--- src/rtl/obstacle_timer.sv ---
`default_nettype none
// ============================================================================
// Module      : obstacle_timer
// Description : Sequences one obstacle through warning, live and cooldown
//               phases counted in video frames, then handshakes for the next.
// Revision    : 1.0 - initial release
// ============================================================================
module obstacle_timer #(
   parameter int NUM_BITS        = 3,
   parameter int WARN_FRAMES     = 30,
   parameter int COOLDOWN_FRAMES = 15
) (
   input  logic                clk,
   input  logic                rst,
   input  logic                play_selected,
   input  logic                frame_tick,
   input  logic                freeze,
   input  logic [NUM_BITS-1:0] obstacle_code,
   input  logic                new_code,
   output logic                done,
   output logic                warn,
   output logic                active,
   output logic [NUM_BITS-1:0] cur_code,
   output logic [7:0]          frames_left
);

   typedef enum logic [2:0] {
      S_IDLE      = 3'd0,
      S_WARN      = 3'd1,
      S_ACTIVE    = 3'd2,
      S_COOLDOWN  = 3'd3,
      S_WAIT_CODE = 3'd4
   } state_t;

   localparam logic [7:0] c_warn_len = 8'(WARN_FRAMES);
   localparam logic [7:0] c_cool_len = 8'(COOLDOWN_FRAMES);

   state_t              r_state;
   state_t              w_next_state;
   logic                r_play_prev;
   logic [7:0]          r_frames;
   logic [7:0]          w_next_frames;
   logic [NUM_BITS-1:0] r_cur_code;
   logic [NUM_BITS-1:0] w_next_code;
   logic                r_done;
   logic                w_next_done;
   logic                r_warn;
   logic                r_active;
   logic                w_play_rise;
   logic                w_tick;
   logic                w_last_tick;
   logic [2:0]          w_idx;
   logic [7:0]          w_active_len;

   // The live-duration table always looks at three code bits; narrower codes are zero-extended.
   generate
      if (NUM_BITS >= 3) begin : g_idx_full
         assign w_idx = r_cur_code[2:0];
      end else begin : g_idx_narrow
         assign w_idx = {{(3-NUM_BITS){1'b0}}, r_cur_code};
      end
   endgenerate

   always_comb begin
      w_active_len = 8'd120;
      case (w_idx)
         3'd0: w_active_len = 8'd120;
         3'd1: w_active_len = 8'd90;
         3'd2: w_active_len = 8'd150;
         3'd3: w_active_len = 8'd120;
         3'd4: w_active_len = 8'd180;
         3'd5: w_active_len = 8'd90;
         3'd6: w_active_len = 8'd150;
         3'd7: w_active_len = 8'd240;
         default: w_active_len = 8'd120;
      endcase
   end

   assign w_play_rise = play_selected & ~r_play_prev;
   assign w_tick      = frame_tick & ~freeze;
   assign w_last_tick = w_tick && (r_frames == 8'd1);

   always_comb begin
      w_next_state  = r_state;
      w_next_frames = r_frames;
      w_next_code   = r_cur_code;
      w_next_done   = 1'b0;
      case (r_state)
         S_IDLE: begin
            if (w_play_rise) begin
               w_next_state  = S_WARN;
               w_next_code   = obstacle_code;
               w_next_frames = c_warn_len;
            end
         end
         S_WARN: begin
            if (w_last_tick) begin
               w_next_state  = S_ACTIVE;
               w_next_frames = w_active_len;
            end else if (w_tick) begin
               w_next_frames = r_frames - 8'd1;
            end
         end
         S_ACTIVE: begin
            if (w_last_tick) begin
               w_next_state  = S_COOLDOWN;
               w_next_frames = c_cool_len;
            end else if (w_tick) begin
               w_next_frames = r_frames - 8'd1;
            end
         end
         S_COOLDOWN: begin
            if (w_last_tick) begin
               w_next_state  = S_WAIT_CODE;
               w_next_frames = 8'd0;
               w_next_done   = 1'b1;
            end else if (w_tick) begin
               w_next_frames = r_frames - 8'd1;
            end
         end
         S_WAIT_CODE: begin
            if (new_code) begin
               w_next_state  = S_WARN;
               w_next_code   = obstacle_code;
               w_next_frames = c_warn_len;
            end
         end
         default: w_next_state = S_IDLE;
      endcase
      // Leaving play wins over everything, including a done pulse about to fire.
      if (!play_selected) begin
         w_next_state  = S_IDLE;
         w_next_frames = 8'd0;
         w_next_code   = '0;
         w_next_done   = 1'b0;
      end
   end

   always_ff @(posedge clk) begin
      if (rst) begin
         r_state     <= S_IDLE;
         r_play_prev <= 1'b0;
         r_frames    <= 8'd0;
         r_cur_code  <= '0;
         r_done      <= 1'b0;
         r_warn      <= 1'b0;
         r_active    <= 1'b0;
      end else begin
         r_state     <= w_next_state;
         r_play_prev <= play_selected;
         r_frames    <= w_next_frames;
         r_cur_code  <= w_next_code;
         r_done      <= w_next_done;
         r_warn      <= (w_next_state == S_WARN);
         r_active    <= (w_next_state == S_ACTIVE);
      end
   end

   assign done        = r_done;
   assign warn        = r_warn;
   assign active      = r_active;
   assign cur_code    = r_cur_code;
   assign frames_left = r_frames;

endmodule
`default_nettype wire

--- config.mk ---
export PLATFORM = sky130hd
export DESIGN_NAME = obstacle_timer
export DESIGN_NICKNAME = d
export VERILOG_FILES = /design/src/rtl/obstacle_timer.sv
export SDC_FILE = /design/constraint.sdc
export NUM_CORES = 1
export LEC_CHECK = 0
export BUFFER_PORTS_ARGS = -buffer_cell sky130_fd_sc_hd__buf_4
export CAP_MARGIN = 20
export CORE_AREA = 2 2 71 73
export DETAILED_ROUTE_END_ITERATION = 10
export DIE_AREA = 0 0 73 75
export GPL_TIMING_DRIVEN = 0
export SLEW_MARGIN = 10
export SYNTH_ARGS = -nofsm -noshare
export SYNTH_HDL_FRONTEND = slang
export SYNTH_SLANG_ARGS = --single-unit
--- constraint.sdc ---
create_clock -name clk -period 1.6 [get_ports clk]
set_clock_uncertainty 0.05 [all_clocks]
set_input_delay 0.24 -clock clk [delete_from_list [all_inputs] [get_ports clk]]
set_output_delay 0.24 -clock clk [all_outputs]
set_load 0.1 [all_outputs]
==> summary.md <==
| Metric | Value |
|---|---|
| Outcome | `complete, but fails checks` |
| Failing checks | `setup timing` |
| Share of cells above drive strength 1 | `51.0%` |
| Combinational Power Share | `20.7%` |
| DP Area | `0.00166 sq mm` |
| Mapped Area | `0.00137 sq mm` |
| Max Cap Viol | `0` |
| Clock latency on the worst-skew pair | `0.27 ns` |
| Min-delay src | `obstacle_code[1]` |
| Data required, critical path | `1.72 ns` |
| Most frequent cells in the layout | `buf_4 (35), dfxtp_1 (11), inv_1 (8)` |
| Die ar. | `0.00548 sq mm` |
| Clock Power Share | `36.4%` |
| RR Startpoint | `r_play_prev` |
| Max-slew violations | `0` |
| Drt first pass iters | `4` |
| CTS Buf Count | `3` |
| Mapped Nets | `170` |
| Sink Count | `24` |
| Worst-path clk slew | `0.09 ns` |
| Die Wd | `73 um` |
| Grt total ovfl | `0` |
| Mapped Avg Cell Area | `8.87 sq um` |
| Clock root buffer master | `clkbuf_8` |
| Boundary Pins | `23` |
| Period utilization | `104%` |
| DRC errors left | `0` |
| Antenna cells | `0` |
| Placed cell count | `230` |
| Routed wire per std cell | `15.5 um` |
| Hold Path Stages | `3` |
| Post-synthesis async set-or-reset flop share | `0%` |
| Post-Layout Cell Count | `248` |
| Slew at the pin closest to its max-slew limit | `0.444 ns` |
| # rows | `25` |
| Post-synthesis cell type count | `49` |
| Synthesis Warnings | `0` |
| Initial Utilization | `29.3%` |
| Sequential fraction of the synthesis area | `35.2%` |
| DR vias/cell | `5.43` |
| Type of origin of the critical path | `flip-flop` |
| First-pass GRT wire length | `6210 um` |
| Commonest non-fill, non-tap cell in the layout | `buf_4` |
| DR iter-0 viols | `136` |
| P_leak | `0.785 nW` |
| Detailed placer's ending HPWL | `2540 um` |
| Synth Instances | `154` |
| Hold Crit Class | `in -> reg` |
| Fin. Hold Viols | `0` |
| PortBufs | `22` |
| Worst Hold Slack | `0.186 ns` |
| Cts hold-fix bufs | `0` |
| Core Region | `0.00466 sq mm` |
| Predominant post-synthesis flop cell | `dfxtp_1` |
| CP startpoint | `r_play_prev` |
| RSZ-0062 raised after global routing | `true` |
| Slew HR | `70.4%` |
| Die Y | `75 um` |
| Antenna violations before repair | `0` |
| Post-layout nets | `211` |
| Critical Path AT | `1.77 ns` |
| Design Area, Final | `0.00202 sq mm` |
| Achievable frequency | `603 MHz` |
| Total GRT Usage | `14.8%` |
| CTS tree | `built` |
| ANT nets after route | `0` |
| Synthesized flop and latch total | `24` |
| Final setup viols | `8` |
| Largest net degree at the start of global routing | `15` |
| VDD IR max | `476 uV` |
| Kind of critical path | `reg -> reg` |
| Pre-CTS setup slack | `-0.369 ns` |
| Sequential power share | `42.9%` |
| Htree depth | `1` |
| Routed vias | `1347` |
| Setup TNS | `-0.161 ns` |
| Worst Path Max Fanout | `6` |
| Min-Delay Endpoint | `cur_code[1]` |
| CTS max path bufs | `2` |
| Gpl congestion | `0.891` |
| Vias in the first global route | `1298` |
| CP endpoint kind | `flip-flop` |
| Tot Pwr | `1.48 mW` |
| Layout area overhead | `47.5%` |
| Setup ws final | `-0.0572 ns` |
| Worst flop-to-flop path endpoint | `w_active_len[3]` |
| Final Util | `43.2%` |
| Sw Pwr | `0.413 mW` |
| R2r setup slk | `-0.06 ns` |
| Pwr dens | `732 mW/mm^2` |
| Worst Reg2Reg Path Length in Cells | `6` |
| Sw frac | `28.0%` |
| Total Routed Length | `3850 um` |
| Final min period | `1.66 ns` |
| Internal Power | `1.06 mW` |
| Number of flops mapped to enable cells by yosys | `0` |
[registers in the layout, summed over array words and instances (netlist names)]
register,cells
r_play_prev,1
warn,1
done,1
r_state,3
cur_code,3
w_active_len,6
active,1
frames_left,8
[logic make-up (layout without fill, tap and decap cells)]
logic type	after synthesis	count (layout)	share of synthesized area, %
XOR/XNOR	3	3	1.92
multiplexers	7	7	5.31
AO/OA/AOI/OAI	39	39	20.5
AND/OR/NAND/NOR	55	55	25.0
flip-flops	24	24	35.2
adder cells (fa/ha/maj)	7	7	6.41
buffers and inverters	19	59	5.68
[cell usage after synthesis, types with 3 or more instances]
master | number | area (sq um)
mux2i_1 | 5 | 50.1
a31oi_1 | 3 | 18.8
inv_1 | 10 | 37.5
ha_1 | 7 | 87.6
o31ai_1 | 3 | 22.5
a21oi_1 | 10 | 50.1
nand2_1 | 7 | 26.3
a31o_2 | 3 | 26.3
dfxtp_1 | 24 | 480
nand4_1 | 4 | 25.0
nand3_1 | 5 | 25.0
buf_2 | 5 | 25.0
nand2b_1 | 5 | 31.3
nor2_1 | 8 | 30.0
nor3_1 | 7 | 35.0
[area by class of cell]
class	count	area [sq um]
Timing Repair Buffer	37	289
Clock buffer	3	41.3
Multi-Input combinational cell	111	986
Fill cell	448	2650
Buffer	6	42.5
Inverter	12	47.5
Clock inverter	1	30.0
Sequential cell	24	512
Tap cell	54	67.6
[worst max path at each step]
stage	end
after detailed placement	w_active_len[2]
after global placement	w_active_len[2]
after floorplan	active
after CTS	w_active_len[3]
after global routing	w_active_len[3]
final	w_active_len[3]
[power groups by stage]
stage          combinational [mW]  sequential, mW  clock (mW)
2_1_floorplan               0.117           0.715           0
3_3_place_gp                0.252           0.646           0
3_5_place_dp                0.254           0.645           0
4_1_cts                     0.287           0.631       0.553
5_1_grt                     0.324           0.637       0.587
6_report                    0.305           0.633       0.537
[layer usage]
metal / GRT usage [%] / up-vias / part of all wire [%]
met3: 3.21 / 4 / 5.3
met1: 19.1 / 649 / 43
met5: 0 / - / 0
met4: 3.70 / 0 / 1.0
li1: - / 653 / -
met2: 25.2 / 41 / 51
[what timing repair did]
| item | 4_1_cts | 5_1_grt |
|---|---|---|
| gates cloned | 0 | 1 |
| setup endpoints to repair | 17 | 17 |
| gates resized for setup | 27 | 16 |
| setup buffers | 13 | 1 |
| pin swaps | 11 | 4 |
[worst max-delay path, cell delays in order, from the launching register on]
cell     delay, ns
dfxtp_2       0.35
or3b_4        0.40
nand3_2       0.07
a31o_4        0.20
ha_2          0.18
inv_1         0.04
mux2_4        0.26
Note: power is estimated with default switching activity, not from simulation.
